## config.mk

```make
export PLATFORM = sky130hd
export DESIGN_NAME = servile_arbiter
export DESIGN_NICKNAME = d
export VERILOG_FILES = /design/src/rtl/servile_arbiter.sv
export SDC_FILE = /design/constraint.sdc
export NUM_CORES = 1
export LEC_CHECK = 0
export CORE_AREA = 5 5 105 107
export DETAILED_ROUTE_END_ITERATION = 10
export DIE_AREA = 0 0 110 112
export PLACE_DENSITY = 0.71
export REMOVE_ABC_BUFFERS = 1
export SLEW_MARGIN = 40
export SYNTH_ARGS = -nofsm -noshare
export SYNTH_HDL_FRONTEND = slang
export SYNTH_SLANG_ARGS = --single-unit
```

## constraint.sdc

```tcl
create_clock -name i_clk -period 2.6 [get_ports i_clk]
set_input_delay 0.26 -clock i_clk [delete_from_list [all_inputs] [get_ports i_clk]]
set_output_delay 0.26 -clock i_clk [all_outputs]
set_load 0.02 [all_outputs]
```

## src/rtl/servile_arbiter.sv

```systemverilog
// Two-master (SERV ibus/dbus) to one-slave Wishbone arbiter with ibus priority and a grant lock held until ack.
// Optional ack watchdog enabled by defining SERVILE_ARBITER_TIMEOUT_EN.
module servile_arbiter #(
  parameter int unsigned TIMEOUT_CYCLES = 255
) (
  input  logic        i_clk,
  input  logic        i_rst_n,
  input  logic [31:0] i_wb_cpu_dbus_adr,
  input  logic [31:0] i_wb_cpu_dbus_dat,
  input  logic [3:0]  i_wb_cpu_dbus_sel,
  input  logic        i_wb_cpu_dbus_we,
  input  logic        i_wb_cpu_dbus_stb,
  output logic [31:0] o_wb_cpu_dbus_rdt,
  output logic        o_wb_cpu_dbus_ack,
  input  logic [31:0] i_wb_cpu_ibus_adr,
  input  logic        i_wb_cpu_ibus_stb,
  output logic [31:0] o_wb_cpu_ibus_rdt,
  output logic        o_wb_cpu_ibus_ack,
  output logic [31:0] o_wb_mem_adr,
  output logic [31:0] o_wb_mem_dat,
  output logic [3:0]  o_wb_mem_sel,
  output logic        o_wb_mem_we,
  output logic        o_wb_mem_stb,
  input  logic [31:0] i_wb_mem_rdt,
  input  logic        i_wb_mem_ack,
  output logic        o_wb_timeout
);

  typedef enum logic [1:0] {
    IDLE = 2'd0,
    IBUS = 2'd1,
    DBUS = 2'd2
  } state_t;

  state_t state;
  state_t state_nxt;
  logic   sel_i;
  logic   req;
  logic   timeout_hit;

  // While reset is held the routing falls back to the IDLE view even if the
  // registered state still names a master.
  always_comb begin
    sel_i = i_wb_cpu_ibus_stb;
    req   = i_wb_cpu_ibus_stb | i_wb_cpu_dbus_stb;
    if (i_rst_n) begin
      case (state)
        IBUS: begin
          sel_i = 1'b1;
          req   = i_wb_cpu_ibus_stb;
        end
        DBUS: begin
          sel_i = 1'b0;
          req   = i_wb_cpu_dbus_stb;
        end
        default: ;
      endcase
    end
  end

`ifdef SERVILE_ARBITER_TIMEOUT_EN
  logic [15:0] lock_cnt;

  always_ff @(posedge i_clk) begin
    if (!i_rst_n || state == IDLE) lock_cnt <= '0;
    else                           lock_cnt <= lock_cnt + 16'd1;
  end

  // lock_cnt is 0 in the first locked cycle, so the Nth locked cycle sees N-1.
  assign timeout_hit = i_rst_n && (state != IDLE) && req && !i_wb_mem_ack &&
                       (lock_cnt == 16'(TIMEOUT_CYCLES - 1));
`else
  logic unused_timeout_cfg;

  assign timeout_hit        = 1'b0;
  assign unused_timeout_cfg = (TIMEOUT_CYCLES == 0);
`endif

  always_comb begin
    state_nxt = state;
    case (state)
      IDLE: if (req && !i_wb_mem_ack) state_nxt = i_wb_cpu_ibus_stb ? IBUS : DBUS;
      IBUS, DBUS: if (i_wb_mem_ack || !req || timeout_hit) state_nxt = IDLE;
      default: state_nxt = IDLE;
    endcase
  end

  always_ff @(posedge i_clk) begin
    if (!i_rst_n) state <= IDLE;
    else          state <= state_nxt;
  end

  assign o_wb_mem_adr = sel_i ? i_wb_cpu_ibus_adr : i_wb_cpu_dbus_adr;
  assign o_wb_mem_dat = i_wb_cpu_dbus_dat;
  assign o_wb_mem_sel = i_wb_cpu_dbus_sel;
  assign o_wb_mem_we  = i_wb_cpu_dbus_we & ~sel_i;
  assign o_wb_mem_stb = i_rst_n & req & ~timeout_hit;

  assign o_wb_cpu_ibus_ack = i_rst_n & ((i_wb_mem_ack & sel_i & req) | (timeout_hit & sel_i));
  assign o_wb_cpu_dbus_ack = i_rst_n & ((i_wb_mem_ack & ~sel_i & req) | (timeout_hit & ~sel_i));
  assign o_wb_cpu_ibus_rdt = (timeout_hit & sel_i) ? '0 : i_wb_mem_rdt;
  assign o_wb_cpu_dbus_rdt = (timeout_hit & ~sel_i) ? '0 : i_wb_mem_rdt;
  assign o_wb_timeout      = timeout_hit;

endmodule

```

==> flow_summary.toml, run 1 <==
[status]
outcome = "complete, no violations"

[grt]
grt_pass1_wl_um = 14600
antenna_found_initial = 0
grt_usage_pct = 18.5
grt_pass1_vias = 1283
residual_overflow_from_global_routing = 0
grt_max_degree = 24

[synth]
synth-compound-area-share_pct = 6.42
post_synth_fa_ha_maj_area_fraction_pct = 3.47
synth_simple_gate_area_share_pct = 4.17
yosys_warnings = 0
yosys-mux-area-fraction_pct = 26.4
syn-mean-instance-area_um2 = 8.58
ys_seq_area_share_pct = 2.78
combinational_family_with_the_most_area_after_synthesis = "buffers and inverters"
synth-xor-area-share_pct = 0
post_synth_num_cell_types = 22
synth_cells = 168
synth.ff_latch_count = 2
netlist_area_mm2 = 0.00144

[cells_and_area]
finish.net_count = 320
layout.cells.non_filler = 312
largest_register_ffs = 2
regMostFlops = "state"
final_core_util_pct = 19.2
antenna_diode_count = 0
postLayoutCellArea_mm2 = 0.00193
final_common_cell = "clkdlybuf4s50_1"
commonest_cells_after_routing_fill_and_taps_aside = "clkdlybuf4s50_1 (72), mux2_2 (32), dlygate4sd2_1 (32)"
area_growth_pct = 33.9
filler_cell_count = 1127
layout-drive-gt1-share_pct = 25.0
biggestRegsByFlops = "state: 2 flops"

[timing]
final.hold.worst_slack_ns = 0.510
timing.final.max_slew_violations = 0
final.setup_skew_ns = 0.00209
period_share_pct = 93.0
count_of_final_setup_violators = 0
fmax_mhz = 414
final_hold_viol_count = 0
period_minus_slack_ns = 2.42
rsz_0062_raised_after_global_routing = "no"
fin_setup_tns_ns = 0
worst_slack_ns = 0.182

[power]
cellPowerDensity_mw_per_mm2 = 311
power.ir.vdd_worst_mv = 0.0672
total_leakage_power_nw = 0.766
finalPower_uw = 601

[worst_setup_path]
slowest_stage = "dfxtp_1"
endpoint_kind = "output port"
reg2reg_slack_ns = 1.02
path_delay_family = "buffers and inverters"
worst_setup_path_start_kind = "flop"
critPathMaxStageDelay_ns = 0.35
critPathBufInv = 3
worst-endpoint-arrival_ns = 2.16
cp_cell_sequence = "inv_1 > ha_4 > a21boi_4 > a31oi_4 > buf_4 > mux2_2 > dlygate4sd2_1"
r2r_end = "state[0]"
worstPathRequired_ns = 2.34
crit_path_max_fanout = 10
critical_path.reg2reg.startpoint = "state[1]"
critPathKind = "flop to output port"
timing.reg2reg.worst_path_depth = 6

[detailed_routing]
drt_first_iter_violations = 42
detail-route-antenna-nets = 0
wire_per_inst_um = 38.7
drt-total-wl_um = 12100
first_pass_iters = 2
remaining_drc_errors = 0
vias = 1192
drt-vias-per-instance = 3.82

[clocking]
clk_latency_ns = 0.21
cts_htree_levels = 1
cts_tree = "done"
cts-hold-fix-buffers = 0
cts_setup_buffers = 0
cts_sinks = 2
cts_resized = 33
cts_inserted_buffers = 3
ctsLongestPathBuffers = 2
cts.root.buffer_cell = "clkbuf_8"
clk_pin_slew_worst_paths_ns = 0.03

[min_path]
hold_depth = 2
worstHoldEndpoint = "state[1]"
holdCritPathClass = "flop to flop"
timing.hold.worst.start = "state[1]"

[die]
floorplan.core_area_mm2 = 0.0100
floorplan.io_pins = 275
start_util_pct = 14.3
fp.dieW_um = 110
die_area_mm2 = 0.0123
chipHeight_um = 112
rows = 37

[placed_design]
post-place-cells = 309
pre_cts_ws_ns = 0.0128
io_buffer_count = 105
hpwlAfterDp_um = 11200
placed_cell_area_mm2 = 0.00191
place.gp.congestion = 0.831

[job]
max-cap-violations = 0
-- tightest hold or removal path, cell delays in order (launching register included) --
cell	delay [ns]
dfxtp_1	0.32
nand3_1	0.07
mux2i_1	0.06
-- cells by family (layout without fill, tap and decap cells) --
logic type | Yosys count | in the layout
fa+ha+maj | 4 | 4
compound gates | 10 | 10
mux | 34 | 34
flops | 2 | 2
other cells | 1 | 1
simple gates | 9 | 9
buf+inv | 108 | 116
-- power breakdown --
group          leakage [nW]  internal (mW)  total (mW)  switching, mW
combinational         0.728          0.250       0.443          0.193
clock                0.0216         0.0978       0.122         0.0238
sequential           0.0163         0.0344      0.0366        0.00221
-- worst max path at each step --
| stage | slack, ns | endpoint | cells past startpoint | from |
|---|---|---|---|---|
| 6_report | 0.18 | o_wb_mem_adr[13] | 7 | state[1] |
| 5_1_grt | 0.06 | o_wb_mem_adr[24] | 7 | state[1] |
| 4_1_cts | 0.04 | o_wb_cpu_ibus_ack | 7 | state[1] |
| 3_5_place_dp | 0.01 | o_wb_mem_adr[21] | 6 | i_rst_n |
| 3_3_place_gp | 0.04 | o_wb_mem_adr[12] | 6 | i_rst_n |
| 2_1_floorplan | 0.26 | o_wb_mem_adr[0] | 5 | state[0] |
-- layer usage --
layer | up-vias | wire length, um | global-route usage [%] | share of wire [%]
li1 | 466 | - | - | -
met1 | 505 | 2680 | 12.0 | 22
met2 | 219 | 5180 | 27.4 | 43
met3 | 2 | 4200 | 30.6 | 35
met4 | 0 | 27 | 1.83 | 0.22
met5 | - | 0 | 0 | 0
-- area by class of cell --
cell class | instances | area [um2] | area share (%)
inverters | 2 | 7.51 | 0.389
multi-input cells | 58 | 599 | 31.1
flip-flops and latches | 2 | 40.0 | 2.08
repair buffers | 111 | 1070 | 55.5
well taps | 136 | 170 | 8.82
clock buffers | 3 | 41.3 | 2.14
-- cells in the mapped netlist --
cell type	n	area, um2
buf_4	103	773
mux2_2	32	360
ha_1	4	50.1
and2_1	3	18.8
buf_6	3	33.8
and3b_1	2	17.5
dfxtp_1	2	40.0
inv_1	2	7.51
mux2i_1	2	20.0
nand3_1	2	10.0
o21ai_0	2	10.0
a21boi_0	1	7.51
a21boi_4	1	18.8
a21oi_1	1	5.00
a22oi_1	1	7.51
a31oi_1	1	6.26
a31oi_4	1	21.3
and3_1	1	6.26
conb_1	1	3.75
nor3b_1	1	7.51
o21bai_1	1	7.51
o2bb2ai_1	1	8.76
No activity file was read; power rests on OpenSTA's default activity.
==> run 2, diff against run 1 <==
clock period = 2.64 ns   (was 2.6 ns; I/O delays follow)
==> flow_summary.toml, run 2 (same netlist as run 1, synthesis figures left out) <==
[status]
outcome = "complete, no violations"

[cells_and_area]
final_common_cell = "clkdlybuf4s50_1"
final_core_util_pct = 19.2
commonest_cells_after_routing_fill_and_taps_aside = "clkdlybuf4s50_1 (72), mux2_2 (32), dlygate4sd2_1 (32)"
antenna_diode_count = 0
finish.net_count = 320
largest_register_ffs = 2
regMostFlops = "state"
layout-drive-gt1-share_pct = 25.0
biggestRegsByFlops = "state: 2 flops"
area_growth_pct = 33.9

[timing]
fmax_mhz = 408
count_of_final_setup_violators = 0
rsz_0062_raised_after_global_routing = "no"
final.hold.worst_slack_ns = 0.520
period_minus_slack_ns = 2.45
fin_setup_tns_ns = 0
timing.final.max_slew_violations = 0
final.setup_skew_ns = 0.00172
final_hold_viol_count = 0
period_share_pct = 92.7

[placed_design]
io_buffer_count = 105
hpwlAfterDp_um = 11200
place.gp.congestion = 0.817

[clocking]
cts_inserted_buffers = 3
cts_htree_levels = 1
cts_tree = "done"
ctsLongestPathBuffers = 2
cts.root.buffer_cell = "clkbuf_8"
clk_pin_slew_worst_paths_ns = 0.03
clk_latency_ns = 0.21
cts_sinks = 2

[grt]
grt_usage_pct = 18.5
grt_pass1_vias = 1304
grt_pass1_wl_um = 14700
antenna_found_initial = 0
residual_overflow_from_global_routing = 0
grt_max_degree = 24

[worst_setup_path]
worstSetupStartpoint = "state[1]"
critPathKind = "flop to output port"
worst-endpoint-arrival_ns = 2.18
endpoint_kind = "output port"
crit_path_max_fanout = 10
worst_setup_path_start_kind = "flop"
worstPathRequired_ns = 2.38
critical_path.reg2reg.startpoint = "state[1]"

[job]
max-cap-violations = 0

[detailed_routing]
detail-route-antenna-nets = 0
wire_per_inst_um = 38.8
drt_first_iter_violations = 39
first_pass_iters = 4
drt-total-wl_um = 12100
vias = 1168
remaining_drc_errors = 0
drt-vias-per-instance = 3.74

[die]
start_util_pct = 14.3
floorplan.io_pins = 275
die_area_mm2 = 0.0123
fp.dieW_um = 110
chipHeight_um = 112
floorplan.core_area_mm2 = 0.0100
rows = 37

[min_path]
holdCritPathClass = "flop to flop"
timing.hold.worst.start = "state[1]"

[power]
total_leakage_power_nw = 0.766
cellPowerDensity_mw_per_mm2 = 307
power.ir.vdd_worst_mv = 0.100
==> run 2: cell counts in the layout (fill, tap and decap cells not counted) <==
Identical to the previous run, type by type.
==> run 2: metrics by stage <==
stage	std cells	area, um2	power (mW)	setup WS, ns
detailed placement	309	1910	0.506	0.0437
global route	312	1930	0.630	0.0436
global placement	309	1910	0.503	0.0731
CTS	312	1920	0.596	0.0708
floorplan	62	634	0.247	0.293
finish	312	1930	0.592	0.192
==> run 2: timing repair <==
action	in CTS	in global routing
buffers inserted	0	0
endpoints found under the setup margin	33	22
hold buffers	0	0
gates resized for setup	33	3
==> run 2: metal layers <==
layer | wire (um) | GRT usage (%) | vias up
li1 | - | - | 467
met1 | 2710 | 12.3 | 480
met2 | 5180 | 27.1 | 219
met3 | 4190 | 30.1 | 2
met4 | 34 | 2.08 | 0
met5 | 0 | 2.52 | -
==> run 2: path summary, 6_finish.rpt <==
kind | end | slack [ns] | cells past startpoint
hold / removal | state[1] | 0.52 | 2
setup reg to reg | state[1] | 1.06 | 6
setup / recovery | o_wb_mem_adr[14] | 0.19 | 7
hold reg to reg | state[1] | 0.52 | 2
==> run 2: power by group <==
group	internal, mW	switching, mW
clock	0.0963	0.0231
sequential	0.0339	0.00243
combinational	0.247	0.190
total	0.377	0.215
==> run 2: worst max-delay path, stage by stage (launching register included) <==
cell	delay, ns
dfxtp_1	0.36
inv_1	0.12
ha_4	0.33
a21boi_4	0.07
a31oi_4	0.20
buf_4	0.23
mux2_2	0.35
dlygate4sd2_1	0.32
==> run 2: final cells by class <==
class | count | area, um2
clock buffer | 3 | 41.3
fill | 1127 | 8120
inverter | 2 | 7.51
multi-input combinational | 58 | 599
sequential | 2 | 40.0
tap | 136 | 170
timing repair buffer | 111 | 1070
